==> src/rtl/ssd_pkg.sv <==
// Shared glyph constants and special code points for the seven-segment scan path.
// Glyphs are active-low {g,f,e,d,c,b,a}.
package ssd_pkg;

  localparam logic [3:0] CODE_BLANK  = 4'hA;
  localparam logic [3:0] CODE_DEGREE = 4'hB;
  localparam logic [3:0] CODE_MINUS  = 4'hF;

  localparam logic [6:0] GLYPH_0      = 7'b1000000;
  localparam logic [6:0] GLYPH_1      = 7'b1111001;
  localparam logic [6:0] GLYPH_2      = 7'b0100100;
  localparam logic [6:0] GLYPH_3      = 7'b0110000;
  localparam logic [6:0] GLYPH_4      = 7'b0011001;
  localparam logic [6:0] GLYPH_5      = 7'b0010010;
  localparam logic [6:0] GLYPH_6      = 7'b0000010;
  localparam logic [6:0] GLYPH_7      = 7'b1111000;
  localparam logic [6:0] GLYPH_8      = 7'b0000000;
  localparam logic [6:0] GLYPH_9      = 7'b0010000;
  localparam logic [6:0] GLYPH_A      = 7'b0001000;
  localparam logic [6:0] GLYPH_B      = 7'b0000011;
  localparam logic [6:0] GLYPH_C      = 7'b1000110;
  localparam logic [6:0] GLYPH_D      = 7'b0100001;
  localparam logic [6:0] GLYPH_E      = 7'b0000110;
  localparam logic [6:0] GLYPH_F      = 7'b0001110;
  localparam logic [6:0] GLYPH_BLANK  = 7'b1111111;
  localparam logic [6:0] GLYPH_MINUS  = 7'b0111111;
  localparam logic [6:0] GLYPH_DEGREE = 7'b0011100;

  function automatic logic [6:0] hex_glyph(input logic [3:0] code);
    logic [6:0] g;
    unique case (code)
      4'h0: g = GLYPH_0;
      4'h1: g = GLYPH_1;
      4'h2: g = GLYPH_2;
      4'h3: g = GLYPH_3;
      4'h4: g = GLYPH_4;
      4'h5: g = GLYPH_5;
      4'h6: g = GLYPH_6;
      4'h7: g = GLYPH_7;
      4'h8: g = GLYPH_8;
      4'h9: g = GLYPH_9;
      4'hA: g = GLYPH_A;
      4'hB: g = GLYPH_B;
      4'hC: g = GLYPH_C;
      4'hD: g = GLYPH_D;
      4'hE: g = GLYPH_E;
      default: g = GLYPH_F;
    endcase
    return g;
  endfunction

endpackage

==> src/rtl/seg7_decode.sv <==
// Combinational digit-code to glyph decoder; mode 1 selects the BCD/symbol set,
// mode 0 the raw hex set.
module seg7_decode
  import ssd_pkg::*;
(
  input  logic [3:0] code,
  input  logic       mode,
  output logic [6:0] seg
);

  always_comb begin
    seg = hex_glyph(code);
    // Above 9 the symbol set reuses codes: only degree and minus light anything.
    if (mode && (code > 4'h9)) begin
      unique case (code)
        CODE_DEGREE: seg = GLYPH_DEGREE;
        CODE_MINUS:  seg = GLYPH_MINUS;
        default:     seg = GLYPH_BLANK;
      endcase
    end
  end

endmodule

==> src/rtl/ssd_scan_ctrl.sv <==
// Four-digit common-anode scan controller: per-frame input snapshot, glyph decode,
// anti-ghosting blanking at the start of each slot and a frame-boundary strobe.
module ssd_scan_ctrl
  import ssd_pkg::*;
#(
  parameter int unsigned DIGIT_CYCLES = 100000,
  parameter int unsigned BLANK_CYCLES = 1000
) (
  input  logic       clk,
  input  logic       rst,
  input  logic       en,
  input  logic       display_sel,
  input  logic [3:0] D1,
  input  logic [3:0] D2,
  input  logic [3:0] D3,
  input  logic [3:0] D4,
  output logic [3:0] an,
  output logic [6:0] seg,
  output logic       dp,
  output logic       frame_strobe
);

  localparam int unsigned TW = $clog2(DIGIT_CYCLES);
  localparam logic [TW-1:0] TICK_LAST  = TW'(DIGIT_CYCLES - 1);
  localparam logic [TW-1:0] BLANK_TICK = TW'(BLANK_CYCLES);

  if (DIGIT_CYCLES < 2) begin : g_bad_digit
    $error("DIGIT_CYCLES must be at least 2");
  end
  if (BLANK_CYCLES >= DIGIT_CYCLES) begin : g_bad_blank
    $error("BLANK_CYCLES must be less than DIGIT_CYCLES");
  end

  logic [TW-1:0]   tick_q;
  logic [1:0]      dig_q;
  logic [3:0][3:0] shadow_q;
  logic            mode_q;
  logic            tick_wrap;
  logic            frame_end;
  logic [3:0]      an_d;
  logic [6:0]      glyph;

  assign tick_wrap = (tick_q == TICK_LAST);
  assign frame_end = tick_wrap && (dig_q == 2'd3);

  seg7_decode u_decode (
    .code (shadow_q[dig_q]),
    .mode (mode_q),
    .seg  (glyph)
  );

  always_comb begin
    an_d = 4'b1111;
    // Slot 0 (D1) drives an[3], so the anode index is the bitwise inverse of dig.
    if (en && (tick_q >= BLANK_TICK)) begin
      an_d[~dig_q] = 1'b0;
    end
  end

  always_ff @(posedge clk or negedge rst) begin
    if (!rst) begin
      tick_q       <= '0;
      dig_q        <= '0;
      shadow_q     <= {4{CODE_BLANK}};
      mode_q       <= 1'b1;
      an           <= 4'b1111;
      seg          <= GLYPH_BLANK;
      dp           <= 1'b1;
      frame_strobe <= 1'b0;
    end else begin
      tick_q <= tick_wrap ? '0 : tick_q + 1'b1;
      if (tick_wrap) begin
        dig_q <= dig_q + 2'd1;
      end
      // Snapshot only at the frame boundary so a frame never mixes old and new digits.
      if (frame_end) begin
        shadow_q <= {D4, D3, D2, D1};
        mode_q   <= display_sel;
      end
      an           <= an_d;
      seg          <= glyph;
      dp           <= 1'b1;
      frame_strobe <= frame_end;
    end
  end

endmodule

==> config.mk <==
export PLATFORM = sky130hd
export DESIGN_NAME = ssd_scan_ctrl
export DESIGN_NICKNAME = d
export VERILOG_FILES = /design/src/rtl/ssd_pkg.sv /design/src/rtl/seg7_decode.sv /design/src/rtl/ssd_scan_ctrl.sv
export SDC_FILE = /design/constraint.sdc
export NUM_CORES = 1
export LEC_CHECK = 0
export CAP_MARGIN = 0
export CORE_UTILIZATION = 40
export CTS_BUF_LIST = sky130_fd_sc_hd__clkbuf_8
export DETAILED_ROUTE_END_ITERATION = 8
export GPL_ROUTABILITY_DRIVEN = 0
export GPL_TIMING_DRIVEN = 1
export PLACE_DENSITY = 0.61
export SETUP_SLACK_MARGIN = 0.05
export SLEW_MARGIN = 5
export SYNTH_ARGS = -nofsm -noshare
export SYNTH_HDL_FRONTEND = slang
export SYNTH_SLANG_ARGS = --single-unit
==> constraint.sdc <==
create_clock -name clk -period 2.5 [get_ports clk]
set_input_delay 0.5 -clock clk [delete_from_list [all_inputs] [get_ports clk]]
set_output_delay 0.5 -clock clk [all_outputs]
set_load 0.02 [all_outputs]
==> flow_summary.ini, run 1 <==
[status]
status = finished, final reports clean

[min_path]
hold_path.class = in2async

[sta]
hold_viol = 0
period_needed_ps = 2210
min_period_over_period = 0.886
finalMaxSlewViolations = 0
fmax_mhz = 452
rsz0062_at_grt = no
timing.hold.ws_ps = 301
finalSetupTns_ps = 0
setup_slack_ps = 286
clock_skew_ps = 3.48
setup_viol_count_final = 0
tightest_slew_ps = 854
slew_headroom = 0.431

[drt]
first_iter_violations = 112
dr.pass1.iters = 4
post_drt_wl_per_cell_um = 13.9
antenna_left = 0
vias = 1718
routed_wl_um = 4570
via_per_inst = 5.22
drc = 0

[global_routing]
grtUsageTotal = 0.155
gr-total-overflow = 0
grt_pass1_vias = 1521
grt_max_degree = 40
antenna_found_initial = 0
grt_pass1_wl_um = 7690

[layout]
drive_gt1_frac = 0.244
syn2layout_area_growth_pct = 18.8
diodes = 0
finalNetCount = 285
fillers = 536
fin_util = 0.502

[logic_synthesis]
ys_seq_area_frac = 0.479
yosysUniqueCellTypes = 45
syn_area_mm2 = 0.00256
syn_inst = 217
syn_avg_cell_area_um2 = 11.8
ys_warn_count = 0
synth_nets = 249
ys_ff_latch = 48

[setup_path]
max_stage_delay_ps = 590
critPathCaptureType = flop
path_max_fanout = 6
required_ps = 2710
crit_chain = mux4_2, inv_1, ha_1, nor2_1, o21ai_1, xor2_1, a32oi_1
startpoint_type = flop
critPathArrivalTime_ps = 2430
critical_path_class = reg2reg
crit_slowest_cell = mux4_2

[floorplanning]
dieWidth_um = 82.0
dieHeight_um = 82.0
core_area_mm2 = 0.00606
die_area_mm2 = 0.00673
rows = 28
pin_count = 33
start_util = 0.423

[placement]
place_ws_ps = 328
dp_hpwl_um = 3310
io_buffers = 31

[power]
vdd_ir_drop_max_uv = 246
power.density_mw_per_mm2 = 482
power_frac_comb = 0.116
p_total_mw = 1.47
clockPowerShare = 0.318
switching_share = 0.233
p_leak_nw = 1.29
p_int_mw = 1.12
p_sw_mw = 0.342
pwr-share-seq = 0.566

[cts]
clk_pin_slew_worst_paths_ps = 80
cts_buffers = 5
clockBufferDepth = 2
post_cts_buffers = 0
htree_levels = 2
ctsResizeCount = 0
root_buffer = clkbuf_8
insertion_delay_ps = 300
cts_hold_buf = 0
cts_sinks = 48
cts_tree = done

[run]
max-cap-violations = 0
critical path: cells and delay by family (launching register included):
kind                     cells  cell delay (ps)
multiplexers                 1              590
AO/OA/AOI/OAI                2              480
flip-flops                   1              430
adder cells (fa/ha/maj)      1              260
buffers and inverters        1              150
XOR/XNOR                     1              140
AND/OR/NAND/NOR              1               80
per-layer routing:
metal / GRT usage / up-vias / wire length [µm]
met5: 0 / - / 0
met2: 0.207 / 48 / 1840
li1: - / 839 / -
met3: 0.0300 / 6 / 172
met1: 0.236 / 825 / 2480
met4: 0.0684 / 0 / 80
path summary, 6_finish.rpt:
check | start | end | slack, ps | depth (start not counted)
max | dig_q[0] | seg[0] | 290 | 7
min reg2reg | tick_q[0] | tick_q[0] | 500 | 1
max in group asynchronous | rst | seg[6] | 1480 | 2
min in group clk | tick_q[0] | tick_q[0] | 500 | 1
max reg2reg | dig_q[0] | seg[0] | 290 | 7
min | rst | tick_q[3] | 300 | 1
cell families after synthesis:
kind of cell             share of synthesized area
AO/OA/AOI/OAI                               0.0723
XOR/XNOR                                    0.0479
adder cells (fa/ha/maj)                     0.0586
buffers and inverters                       0.0317
flip-flops                                   0.479
multiplexers                                 0.170
other                                      0.00146
AND/OR/NAND/NOR                              0.140
synthesized netlist by cell type, drive strengths merged:
library cell  count  area, µm²
or3               2       12.5
a221oi            1       8.76
a22o              1       8.76
nand2b            1       6.26
a31o              1       8.76
nor2             13       48.8
nor4              4       40.0
nand3             7       47.6
xnor2            12        105
a32oi             1       8.76
a21oi             5       25.0
mux4              4       90.1
conb              1       3.75
buf               4       28.8
o311ai            1       8.76
clkbuf            2       7.51
mux2             22        285
nor4b             1       8.76
xor2              2       17.5
nor3              5       36.3
o211ai            1       7.51
o41ai             1       8.76
nand4             5       31.3
mux2i             6       60.1
and3              2       12.5
dfrtp            28        701
ha               12        150
and4              1       8.76
o21ai            11       55.1
dfstp            20        526
or4b              1       13.8
inv              12       45.0
o2111a            1       11.3
nor2b             3       18.8
nand2            16       60.1
o221ai            1       8.76
a31oi             4       25.0
and2              2       12.5
cell usage in the layout (no fill, tap or decap), types with 5 or more instances in the layout:
| master | count |
|---|---|
| dfrtp_1 | 28 |
| nand3_1 | 6 |
| nand2_1 | 16 |
| mux2i_1 | 6 |
| ha_1 | 12 |
| inv_1 | 14 |
| dfstp_2 | 20 |
| xnor2_1 | 12 |
| mux2_2 | 12 |
| mux2_4 | 10 |
| nand4_1 | 5 |
| a21oi_1 | 5 |
| clkdlybuf4s50_1 | 30 |
| o21ai_0 | 10 |
| clkbuf_8 | 6 |
| nor2_1 | 13 |
through the flow:
stage / instance area [µm²] / instances
floorplan: 2560 / 217
global placement: 2960 / 321
detailed placement: 2960 / 321
CTS: 3050 / 329
global route: 3050 / 329
finish: 3050 / 329
registers in the layout, summed over array words and instances, names as in the netlist:
signal	flops
mode_q	1
dig_q	2
shadow_q	16
tick_q	17
an	4
seg	7
frame_strobe	1
power by group through the flow:
stage	Sequential, mW	Clock (mW)	Combinational [mW]
floorplan	0.857	0	0.0733
global placement	0.844	0	0.170
detailed placement	0.845	0	0.171
CTS	0.831	0.488	0.172
global route	0.834	0.517	0.186
finish	0.830	0.466	0.170
layout make-up:
class	instances	area, µm²	share of cell area
multi-input cells	151	1250	0.412
flip-flops and latches	48	1230	0.403
repair buffers	35	335	0.110
well taps	75	93.8	0.0308
clock buffers	6	82.6	0.0271
inverters	12	45.0	0.0148
clock inverters	2	7.51	0.00247
(Power assumes the default switching activity.)
==> inputs of run 2 (changes only) <==
--- a/config.mk
+++ b/config.mk
@@ -6,12 +6,12 @@
 export NUM_CORES = 1
 export LEC_CHECK = 0
 export CAP_MARGIN = 0
+export CORE_MARGIN = 4
 export CORE_UTILIZATION = 40
 export CTS_BUF_LIST = sky130_fd_sc_hd__clkbuf_8
 export DETAILED_ROUTE_END_ITERATION = 8
-export GPL_ROUTABILITY_DRIVEN = 0
 export GPL_TIMING_DRIVEN = 1
-export PLACE_DENSITY = 0.61
+export PLACE_DENSITY = 0.72
 export SETUP_SLACK_MARGIN = 0.05
 export SLEW_MARGIN = 5
 export SYNTH_ARGS = -nofsm -noshare
==> flow_summary.ini, run 2 (same netlist as run 1, synthesis figures left out) <==
[sta]
tightest_slew_ps = 615
min_period_over_period = 0.870
finalSetupTns_ps = 0
clock_skew_ps = 9.08
hold_viol = 0
period_needed_ps = 2170
fmax_mhz = 460
setup_viol_count_final = 0
rsz0062_at_grt = no
setup_slack_ps = 326
finalMaxSlewViolations = 0
slew_headroom = 0.587

[drt]
vias = 1752
routed_wl_um = 4670
dr.pass1.iters = 4
post_drt_wl_per_cell_um = 14.2
antenna_left = 0
via_per_inst = 5.34
drc = 0
first_iter_violations = 92

[global_routing]
gr-usage-met3 = 0.0292
grt_pass1_vias = 1690
grt_max_degree = 49
grt_pass1_wl_um = 7910
use_met1 = 0.186
antenna_found_initial = 0
grtUsageTotal = 0.129
gr-max-usage-layer = met2
use_met2 = 0.191
gr-total-overflow = 0

[floorplanning]
dieHeight_um = 88.0
core_area_mm2 = 0.00606
dieWidth_um = 88.0
start_util = 0.423
pin_count = 33
rows = 28
die_area_mm2 = 0.00775

[setup_path]
startpoint_type = flop
crit_chain = mux4_2, inv_1, ha_1, nor2_1, o21ai_1, o21ai_0, a22o_1
critPathCaptureType = flop
required_ps = 2740
crit_slowest_cell = mux4_2
path_max_fanout = 6
startpoint = dig_q[0]
critical_path_class = reg2reg
critical_path.top_delay_family = compound AO/OA/AOI/OAI gates
r2r_start = dig_q[0]
critPathArrivalTime_ps = 2410
crit_buf_inv = 1
max_stage_delay_ps = 590

[layout]
top_register = tick_q
diodes = 0
finalNetCount = 284
fillers = 530
seqCellArea_mm2 = 0.00123
top_regs = tick_q x17, shadow_q x16, seg x7
syn2layout_area_growth_pct = 19.4
finalInstanceArea_mm2 = 0.00306
fin_util = 0.505
drive_gt1_frac = 0.249
largest_reg_flops = 17
layout_commonest_cell = clkdlybuf4s50_1
layout_common_cells = clkdlybuf4s50_1 (30), dfrtp_1 (28), dfstp_2 (20), nand2_1 (16), nor2_1 (13)
multi_input_area_mm2 = 0.00125

[cts]
clockBufferDepth = 2
root_buffer = clkbuf_8
cts_sinks = 48
cts_hold_buf = 0
ctsResizeCount = 0
htree_levels = 2
clk_pin_slew_worst_paths_ps = 90
cts_buffers = 5
cts_tree = done
post_cts_buffers = 0
insertion_delay_ps = 300

[power]
p_leak_nw = 1.28
power.density_mw_per_mm2 = 508
vdd_ir_drop_max_uv = 259
p_total_mw = 1.55

[status]
status = finished, final reports clean

[placement]
io_buffers = 31
place_congestion = 0.879
placed_area_mm2 = 0.00295
dp_hpwl_um = 3410
place_ws_ps = 348

[run]
max-cap-violations = 0

[min_path]
hold_path.class = in2async
run 2: cell count changes in the layout (fill, tap and decap cells not counted), sizes merged:
cell      delta
bufinv       +1
clkinv       +1
clkbuf       -1
clkinvlp     +1
buf          -1
inv          -2
run 2: final cells by class:
class,instances,area share
clock buffer,5,0.0225
clock inverter,3,0.0139
inverter,12,0.0147
multi-input combinational,151,0.410
sequential,48,0.401
tap,75,0.0307
timing repair buffer,34,0.107
run 2: where the power goes:
group | switching [mW] | internal (mW)
logic | 0.0810 | 0.0891
clock network | 0.257 | 0.296
registers | 0.0135 | 0.817
total | 0.352 | 1.20
run 2: per-layer routing:
layer	vias to the layer above	wire, µm
met1	860	2270
met2	47	2070
li1	838	-
met4	0	81
met5	-	0
met3	7	244
run 2: worst reg2reg max path, delay by kind of cell (launching register included):
| kind | cells | cell delay (ps) |
|---|---|---|
| simple gates | 1 | 90 |
| compound gates | 3 | 600 |
| buf+inv | 1 | 150 |
| fa+ha+maj | 1 | 270 |
| mux | 1 | 590 |
| flops | 1 | 420 |
run 2: path summary, 6_finish.rpt:
kind | to | slack (ps) | cells past startpoint
worst max-delay path | seg[2] | 330 | 7
worst min-delay path | shadow_q[8] | 280 | 2
worst max register to register | seg[2] | 330 | 7
worst min register to register | tick_q[0] | 510 | 1
max in group asynchronous | frame_strobe | 1830 | 2
min in group clk | tick_q[0] | 510 | 1
run 2: stage by stage:
step,hold slack [ps],cells
floorplan,204,217
global placement,486,320
detailed placement,495,320
CTS,297,328
global route,337,328
finish,283,328
